===== src/rtl/anticipated_carry_adder.sv =====
// Block-lookahead adder: combinational sum/cout plus a registered copy.
// Optional signed-overflow outputs (ovf, ovf_q) when ANTICIPATED_CARRY_ADDER_OVF_EN is defined.
module anticipated_carry_adder #(
    parameter int unsigned width       = 8,
    parameter int unsigned block_width = 4
) (
    input  logic             clk,
    input  logic             rst_n,
    input  logic [width-1:0] a,
    input  logic [width-1:0] b,
    input  logic             cin,
    output logic [width-1:0] sum,
    output logic             cout,
    output logic [width-1:0] sum_q,
    output logic             cout_q
`ifdef ANTICIPATED_CARRY_ADDER_OVF_EN
    ,
    output logic             ovf,
    output logic             ovf_q
`endif
);

    localparam int unsigned num_blocks = (block_width == 0) ? 1 : width / block_width;

    if (width == 0 || block_width == 0 || (width % block_width) != 0) begin : g_bad_cfg
        $error("anticipated_carry_adder: width must be a positive multiple of block_width");
    end

    logic [width-1:0]    g;
    logic [width-1:0]    p;
    logic [width:0]      c;
    logic [num_blocks-1:0] blk_g;
    logic [num_blocks-1:0] blk_p;
    logic [num_blocks:0]   blk_c;

    // Block G/P, block-level carry chain, then in-block lookahead from each block carry-in.
    always_comb begin
        logic gg;
        logic pp;
        g     = a & b;
        p     = a ^ b;
        c     = '0;
        blk_g = '0;
        blk_p = '0;
        blk_c = '0;
        gg    = 1'b0;
        pp    = 1'b1;
        blk_c[0] = cin;
        for (int unsigned k = 0; k < num_blocks; k++) begin
            blk_g[k] = 1'b0;
            blk_p[k] = 1'b1;
            for (int unsigned i = 0; i < block_width; i++) begin
                blk_g[k] = g[k*block_width + i] | (p[k*block_width + i] & blk_g[k]);
                blk_p[k] = blk_p[k] & p[k*block_width + i];
            end
            blk_c[k+1] = blk_g[k] | (blk_p[k] & blk_c[k]);
        end
        for (int unsigned k = 0; k < num_blocks; k++) begin
            for (int unsigned j = 0; j < block_width; j++) begin
                // Group G/P over the bits below j inside this block.
                gg = 1'b0;
                pp = 1'b1;
                for (int unsigned i = 0; i < j; i++) begin
                    gg = g[k*block_width + i] | (p[k*block_width + i] & gg);
                    pp = pp & p[k*block_width + i];
                end
                c[k*block_width + j] = gg | (pp & blk_c[k]);
            end
        end
        c[width] = blk_c[num_blocks];
    end

    assign sum  = p ^ c[width-1:0];
    assign cout = c[width];

    logic [width-1:0] sum_d;
    logic             cout_d;

    always_comb begin
        sum_d  = sum;
        cout_d = cout;
    end

    always_ff @(posedge clk) begin
        if (!rst_n) begin
            sum_q  <= '0;
            cout_q <= 1'b0;
        end else begin
            sum_q  <= sum_d;
            cout_q <= cout_d;
        end
    end

`ifdef ANTICIPATED_CARRY_ADDER_OVF_EN
    logic ovf_d;

    // Signed overflow: carry into the MSB disagrees with carry out of it.
    assign ovf = c[width-1] ^ c[width];

    always_comb begin
        ovf_d = ovf;
    end

    always_ff @(posedge clk) begin
        if (!rst_n) begin
            ovf_q <= 1'b0;
        end else begin
            ovf_q <= ovf_d;
        end
    end
`endif

endmodule


===== config.mk =====
export PLATFORM = sky130hd
export DESIGN_NAME = anticipated_carry_adder
export DESIGN_NICKNAME = d
export VERILOG_FILES = /design/src/rtl/anticipated_carry_adder.sv
export SDC_FILE = /design/constraint.sdc
export NUM_CORES = 1
export LEC_CHECK = 0
export BUFFER_PORTS_ARGS = -buffer_cell sky130_fd_sc_hd__buf_2
export CAP_MARGIN = 20
export CELL_PAD_IN_SITES_DETAIL_PLACEMENT = 1
export CELL_PAD_IN_SITES_GLOBAL_PLACEMENT = 2
export CORE_ASPECT_RATIO = 1.25
export CORE_MARGIN = 2
export CORE_UTILIZATION = 22
export DETAILED_ROUTE_END_ITERATION = 8
export HOLD_SLACK_MARGIN = 0.15
export PLACE_DENSITY_LB_ADDON = 0.1
export SYNTH_ARGS = -nofsm -noshare
export SYNTH_HDL_FRONTEND = slang
export SYNTH_SLANG_ARGS = --single-unit

===== constraint.sdc =====
create_clock -name clk -period 2.1 [get_ports clk]
set_input_delay 0 -clock clk [delete_from_list [all_inputs] [get_ports clk]]
set_output_delay 0 -clock clk [all_outputs]
set_load 0.03 [all_outputs]

== After elaboration in Yosys (flattened, before gate mapping) ==
Index checks and enable logic that the tools add are counted.

* Input port bits: 19
* Flip-flop bits (word level): 9
* Output and inout port bits: 18

* Bitwise gates (word level): 37

{| class="wikitable"
|+ Operator list
! cell !! count
|-
| bitwise AND 1 bit || 20
|-
| XOR 8 bit || 2
|-
| OR 1 bit || 14
|-
| bitwise AND 8 bit || 1
|}

== Longest topological paths before layout ==
Gate-level depths: netlist of run 1.

* Depth after elaboration: 11
* Gate-level depth with buffers: 7

== Worst setup path before layout of run 1 ==
Ideal clock, no wire load.

* Kind: input-to-reg
* Start: input port a[3]
* End: register sum_q[5]
* Buffers on the path: 0
* Slack: 0.179 ns
* Stages on the path: 7
* Arrival: 1.860 ns
* Data required time: 2.039 ns
* Setup time: 0.061 ns
* Cells stage by stage: ha_1 > nand3_1 > o211ai_2 > nor2_1 > fa_1 > xnor2_1 > and2_1

* Cells in the longest elaborated chain, start to end: 7

{| class="wikitable"
|+ Ends and longest elaborated chain
! element !! RTL line !! source
|-
| start, declared || 9 || <nowiki>input logic [width-1:0] a,</nowiki>
|-
| XOR 8 bit || 41 || <nowiki>p = a ^ b;</nowiki>
|-
| bitwise AND 1 bit (on tied branches) || 53, 54 ||
|-
| OR 1 bit or bitwise AND 1 bit (tied branches) || 53, 56 ||
|-
| OR 1 bit (*) || 56 || <nowiki>blk_c[k+1] = blk_g[k] | (blk_p[k] & blk_c[k]);</nowiki>
|-
| bitwise AND 1 bit (*) || 67 || <nowiki>c[k*block_width + j] = gg | (pp & blk_c[k]);</nowiki>
|-
| OR 1 bit (*) || 67 ||
|-
| XOR 8 bit (*) || 73 || <nowiki>assign sum = p ^ c[width-1:0];</nowiki>
|-
| named net sum[5] || 12 || <nowiki>output logic [width-1:0] sum,</nowiki>
|-
| end signal, assigned || 89 || <nowiki>sum_q <= sum_d;</nowiki>
|-
| end, declared || 14 || <nowiki>output logic [width-1:0] sum_q,</nowiki>
|}

Mark *: on every way through the listed nets, which the timed path passes. The rest lies on a longest branch.
A chain may end at the register's enable or synchronous reset.

== Worst setup path after layout of run 1 ==
* Start: input port a[3]
* End: output port sum[5]

* Cells in the longest elaborated chain, start to end: 7

{| class="wikitable"
|+ Ends and longest elaborated chain
! element !! RTL line
|-
| XOR 8 bit || 41
|-
| bitwise AND 1 bit (on tied branches) || 53, 54
|-
| OR 1 bit or bitwise AND 1 bit (tied branches) || 53, 56
|-
| OR 1 bit (*) || 56
|-
| bitwise AND 1 bit (*) || 67
|-
| OR 1 bit (*) || 67
|-
| XOR 8 bit (*) || 73
|-
| end, declared || 12
|}

Mark *: on every way between the ends. The rest lies on a longest branch, timed or not.

==> results of run 1 <==
## worst min-delay path, delay by kind of cell
| family | cells | cell delay [ns] |
|---|---|---|
| buffers and inverters | 2 | 0.17 |
| and+or+nand+nor | 1 | 0.04 |
| adders and majority gates | 1 | 0.17 |
## routing by layer
metal  share of wire  vias to the layer above  wire length [um]
li1                -                      328                 -
met1            0.44                      285               653
met2            0.49                       21               728
met3           0.062                        2                93
met4          0.0094                        0                14
met5               0                        -                 0
## cell families (layout without fill, tap and decap cells)
group | count (synthesis) | count (layout) | synth area share
AND/OR/NAND/NOR | 23 | 23 | 0.196
XOR/XNOR | 3 | 3 | 0.0419
multiplexers | 1 | 1 | 0.0160
adder cells (fa/ha/maj) | 10 | 10 | 0.224
AO/OA/AOI/OAI | 16 | 16 | 0.188
flip-flops | 9 | 9 | 0.287
buffers and inverters | 8 | 49 | 0.0479
## stage by stage
step                      total power, mW  area, um^2  hold slack, ns
after global routing                0.683         886           0.220
after detailed placement            0.516         850           0.351
after CTS                           0.652         886           0.178
after global placement              0.513         850           0.339
after floorplan                     0.422         627           0.122
final                               0.637         886           0.185
## flip-flops by register name, indices dropped and copies added (netlist names)
register and cells:
cout_q 1, sum_q 8
## power by group through the flow
stage | Clock, mW | Sequential (mW) | Combinational [mW]
2_1_floorplan | 0 | 0.243 | 0.179
3_3_place_gp | 0 | 0.199 | 0.315
3_5_place_dp | 0 | 0.200 | 0.316
4_1_cts | 0.137 | 0.196 | 0.319
5_1_grt | 0.142 | 0.197 | 0.344
6_report | 0.128 | 0.196 | 0.313
## final cells by class
type                            instances  share of cell area
Sequential cell                         9               0.203
Tap cell                               34              0.0480
Inverter                                8              0.0339
Multi-Input combinational cell         53               0.470
Timing Repair Buffer                   37               0.215
Clock buffer                            4              0.0297
## path summary, 6_finish.rpt
check / to / slack (ns) / depth (start not counted)
setup / recovery: sum[5] / 0.32 / 8
hold / removal: sum_q[0] / 0.19 / 4
## placed cells by master (no fill, tap or decap)
master / n
a22o_2: 1
a211oi_2: 1
a221o_1: 1
ha_1: 8
buf_2: 36
mux2i_1: 1
nand2b_1: 1
nor2b_1: 2
and2_1: 6
nand2_1: 2
nor3b_1: 1
and3_2: 1
xnor2_1: 3
o21ai_0: 6
nand3_1: 2
dlygate4sd3_1: 1
nor3_1: 1
clkbuf_4: 3
a21oi_1: 1
clkbuf_1: 1
fa_1: 2
inv_1: 8
dfxtp_1: 9
o211ai_2: 1
a211oi_1: 2
nor4_1: 1
o21a_1: 2
nor2_1: 6
o21bai_1: 1
==> results.py, run 1 <==
metrics = {
    "synth": {
        "ys_ff_latch": 9,
        "synth_area_leader_cell": "dfxtp_1",
        "syn_area_um2": 627,
        "netlist_top_cells_count": "9 x dfxtp_1, 8 x ha_1, 8 x inv_1",
        "syn-num-nets": 99,
        "postSynthAreaPerCell_um2": 8.96,
        "yosys.area.top_type_share": 0.287,
        "netlist_instances": 70,
        "synth-async-reset-ratio": 0,
        "yosys-top-cells-area": "dfxtp_1 29%, ha_1 16%, fa_1 6.4%",
        "seq_area_frac_synth": 0.287,
        "ys_types": 25,
        "synth_most_common_cell": "dfxtp_1",
        "synth_flop_cell": "dfxtp_1",
        "ys_warn_count": 0,
        "synth_edf_count": 0,
    },
    "layout": {
        "areaGrowthSynthToFinish_pct": 41.3,
        "fin_util": 0.327,
        "fillCellCount": 340,
        "stdcell_count": 145,
        "fin_nets": 141,
        "multiInputGateArea_um2": 417,
        "layout.area.seq_um2": 180,
        "n_antenna_cell": 0,
        "layout-drive-gt1-share": 0.387,
    },
    "run": {
        "maxCapViolCount": 0,
    },
    "worst_setup_path": {
        "arrival_ns": 1.78,
        "cp_max_fo": 5,
        "path_buf_inv": 2,
        "crit_required_ns": 2.10,
        "path_cells": "buf_2 -> ha_1 -> nand3_1 -> o211ai_2 -> nor2_1 -> fa_1 -> xnor2_1 -> buf_2",
        "crit_family": "adder cells",
        "worstSetupPathType": "input pin to primary output",
        "slowest_delay_ns": 0.38,
        "crit_path_top_delay_cell": "fa_1",
        "start_kind": "input pin",
        "endpoint_kind": "primary output",
        "startpoint": "a[3]",
        "crit_path_frequent_cell": "buf_2",
    },
    "sta": {
        "finalCritPeriodShare": 0.850,
        "setup_slack_ns": 0.315,
        "setup_viol": 0,
        "maxSlewHeadroom": 0.684,
        "period_minus_slack_ns": 1.78,
        "tns_ns": 0,
        "rsz0062_at_grt": "no",
        "final-hold-violation-count": 0,
        "clock.fmax_ghz": 0.560,
        "drv_slew": 0,
        "worst_slew_pin_slew_ns": 0.468,
    },
    "floorplanning": {
        "rows": 21,
        "die_area_mm2": 0.00330,
        "pin_count": 37,
        "start_util": 0.232,
        "die-height_um": 63.7,
        "die_x_um": 51.7,
        "fp.coreArea_mm2": 0.00271,
    },
    "global_route": {
        "antenna_found_initial": 0,
        "grt_usage": 0.0969,
        "grt-ovfl-total": 0,
        "groute.layer.met2.usage": 0.170,
        "busiest_layer": "met2",
        "grt_max_degree": 11,
        "grt_pass1_vias": 622,
        "grt.met3_usage": 0.00948,
        "grt_pass1_wl_mm": 2.46,
        "use_met1": 0.113,
    },
    "clocking": {
        "clk_path_buf_depth": 2,
        "htree_levels": 1,
        "cts_tree": "built",
        "clock-sinks": 9,
        "postCtsHoldBufs": 1,
        "path_clk_slew_ns": 0.06,
        "cts_buffers": 3,
        "post_cts_resized": 0,
        "post-cts-setup-buffers": 0,
        "root_buffer": "clkbuf_4",
    },
    "power": {
        "combPwrFrac": 0.492,
        "power_frac_clock": 0.201,
        "power.density_mw_per_mm2": 719,
        "switching_share": 0.414,
        "ir_drop_mv": 0.249,
        "power.leakage_nw": 0.458,
        "seqPwrFrac": 0.307,
        "cell_internal_pwr_mw": 0.373,
        "switching_power_mw": 0.264,
    },
    "placement": {
        "post-place-ws_ns": 0.323,
        "port_buffers": 36,
        "hpwl_mm": 1.34,
        "finalWeightedCongestion": 0.718,
        "dp_cells": 140,
    },
    "routing": {
        "wl_per_cell_um": 10.3,
        "drt_iter0_markers": 3,
        "dr_total_vias": 636,
        "routed_wl_mm": 1.49,
        "firstDrtPassIters": 2,
        "ant_nets": 0,
        "drc": 0,
        "viasPerCell": 4.39,
    },
    "run_status": {
        "outcome": "finished clean",
    },
    "min_path": {
        "hold_class": "input pin to register",
        "min_from": "cin",
    },
}
(Power assumes the default switching activity.)
==> inputs of run 2 (changes only) <==
Clock period 2.1 ns to 1.8 ns, I/O delays scaled along.
==> run 2 against run 1 <==
Global-route usage fell by 0.23 points. First-iteration DRC count rose by 33%. Total power rose by 18%. Highest routed layer unchanged.
==> results.py, run 2 (synthesis gave the netlist of run 1 again) <==
metrics = {
    "worst_setup_path": {
        "crit_required_ns": 1.80,
        "crit_path_frequent_cell": "buf_2",
        "arrival_ns": 1.60,
        "worstSetupPathType": "input pin to primary output",
        "slowest_delay_ns": 0.41,
        "path_cells": "buf_2 -> ha_1 -> nand3_1 -> o211ai_2 -> nor2_1 -> fa_1 -> xnor2_2 -> buf_2",
        "path_buf_inv": 2,
        "start_kind": "input pin",
        "cp_max_fo": 5,
        "crit_path_top_delay_cell": "fa_1",
        "endpoint_kind": "primary output",
        "crit_family": "adder cells",
    },
    "layout": {
        "final_cell_mix": "36 x buf_2, 9 x dfxtp_1, 8 x inv_1, 8 x ha_1",
        "final_common_cell": "buf_2",
        "fin_nets": 142,
        "areaGrowthSynthToFinish_pct": 43.7,
        "max_flop_register": "sum_q",
        "n_antenna_cell": 0,
        "layout-drive-gt1-share": 0.402,
        "largest_registers": "sum_q x8, cout_q x1",
        "largest_register_ffs": 8,
        "fillCellCount": 356,
    },
    "min_path": {
        "min_from": "cin",
        "holdPathEnd": "sum_q[0]",
        "whs_path_depth": 4,
        "hold_class": "input pin to register",
    },
    "sta": {
        "final-hold-violation-count": 0,
        "period_minus_slack_ns": 1.60,
        "maxSlewHeadroom": 0.693,
        "clock.fmax_ghz": 0.624,
        "setup_viol": 0,
        "rsz0062_at_grt": "no",
        "setup_slack_ns": 0.197,
        "worst_slew_pin_slew_ns": 0.456,
        "tns_ns": 0,
        "finalCritPeriodShare": 0.891,
        "drv_slew": 0,
    },
    "power": {
        "finalPower_mw": 0.750,
        "ir_drop_mv": 0.307,
        "power.density_mw_per_mm2": 832,
        "power.leakage_nw": 0.469,
    },
    "clocking": {
        "htree_levels": 1,
        "clock-sinks": 9,
        "cts_buffers": 3,
        "clk_path_buf_depth": 2,
        "root_buffer": "clkbuf_4",
        "cts_tree": "built",
        "path_clk_slew_ns": 0.06,
    },
    "placement": {
        "port_buffers": 36,
        "hpwl_mm": 1.36,
        "finalWeightedCongestion": 0.677,
        "post-place-ws_ns": 0.152,
    },
    "routing": {
        "drt_iter0_markers": 4,
        "dr_total_vias": 625,
        "routed_wl_mm": 1.45,
        "wl_per_cell_um": 9.94,
        "drc": 0,
        "viasPerCell": 4.28,
        "firstDrtPassIters": 3,
        "ant_nets": 0,
    },
    "global_route": {
        "grt-ovfl-total": 0,
        "antenna_found_initial": 0,
        "grt_pass1_wl_mm": 2.44,
        "grt_pass1_vias": 613,
        "grt_max_degree": 11,
        "grt_usage": 0.0946,
    },
    "run": {
        "maxCapViolCount": 0,
    },
    "floorplanning": {
        "rows": 21,
        "die-height_um": 63.7,
        "die_area_mm2": 0.00330,
        "fp.coreArea_mm2": 0.00271,
        "start_util": 0.232,
        "pin_count": 37,
        "die_x_um": 51.7,
    },
    "run_status": {
        "outcome": "finished clean",
    },
}
-- run 2: metal layers --
| metal | routed length, um | track usage |
|---|---|---|
| met1 | 608 | 0.110 |
| met2 | 717 | 0.170 |
| met3 | 110 | 0.00948 |
| met4 | 14 | 0.0395 |
| met5 | 0 | 0 |
-- run 2: repair_timing --
| action | in CTS | in global routing |
|---|---|---|
| resized for setup | 0 | 0 |
| setup buffers | 0 | 0 |
| hold endpoints to repair | 9 | 0 |
| endpoints found under the setup margin | 0 | 0 |
| hold buffers | 1 | 0 |
-- run 2: how the worst max path moves through the flow --
stage	from	to	slack, ns	cells after the start
2_1_floorplan	a[3]	sum_q[5]	0.07	7
3_3_place_gp	a[3]	sum_q[5]	0.17	8
3_5_place_dp	a[3]	sum_q[5]	0.15	8
4_1_cts	a[3]	sum[5]	0.17	8
5_1_grt	a[0]	sum[4]	0.08	8
6_report	a[3]	sum[5]	0.20	8
-- run 2: where the power goes --
part	total, mW	internal, mW	leakage, nW	switching [mW]
Combinational	0.372	0.133	0.379	0.238
Clock	0.150	0.0851	0.0150	0.0648
Sequential	0.228	0.223	0.0750	0.00465
-- run 2: cell type report --
cell class	instances	area [um^2]	area share
multi-input combinational	53	424	0.471
timing repair buffer	38	198	0.219
sequential	9	180	0.200
tap	34	42.5	0.0472
inverter	8	30.0	0.0333
clock buffer	4	26.3	0.0292
-- run 2: per-stage QoR --
| stage | area [um^2] | utilization | hold slack (ns) | std cells |
|---|---|---|---|---|
| floorplan | 634 | - | 0.122 | 70 |
| global placement | 865 | 0.319 | 0.339 | 141 |
| detailed placement | 865 | 0.319 | 0.342 | 141 |
| CTS | 901 | 0.333 | 0.185 | 146 |
| global route | 901 | 0.333 | 0.207 | 146 |
| finish | 901 | 0.333 | 0.187 | 146 |
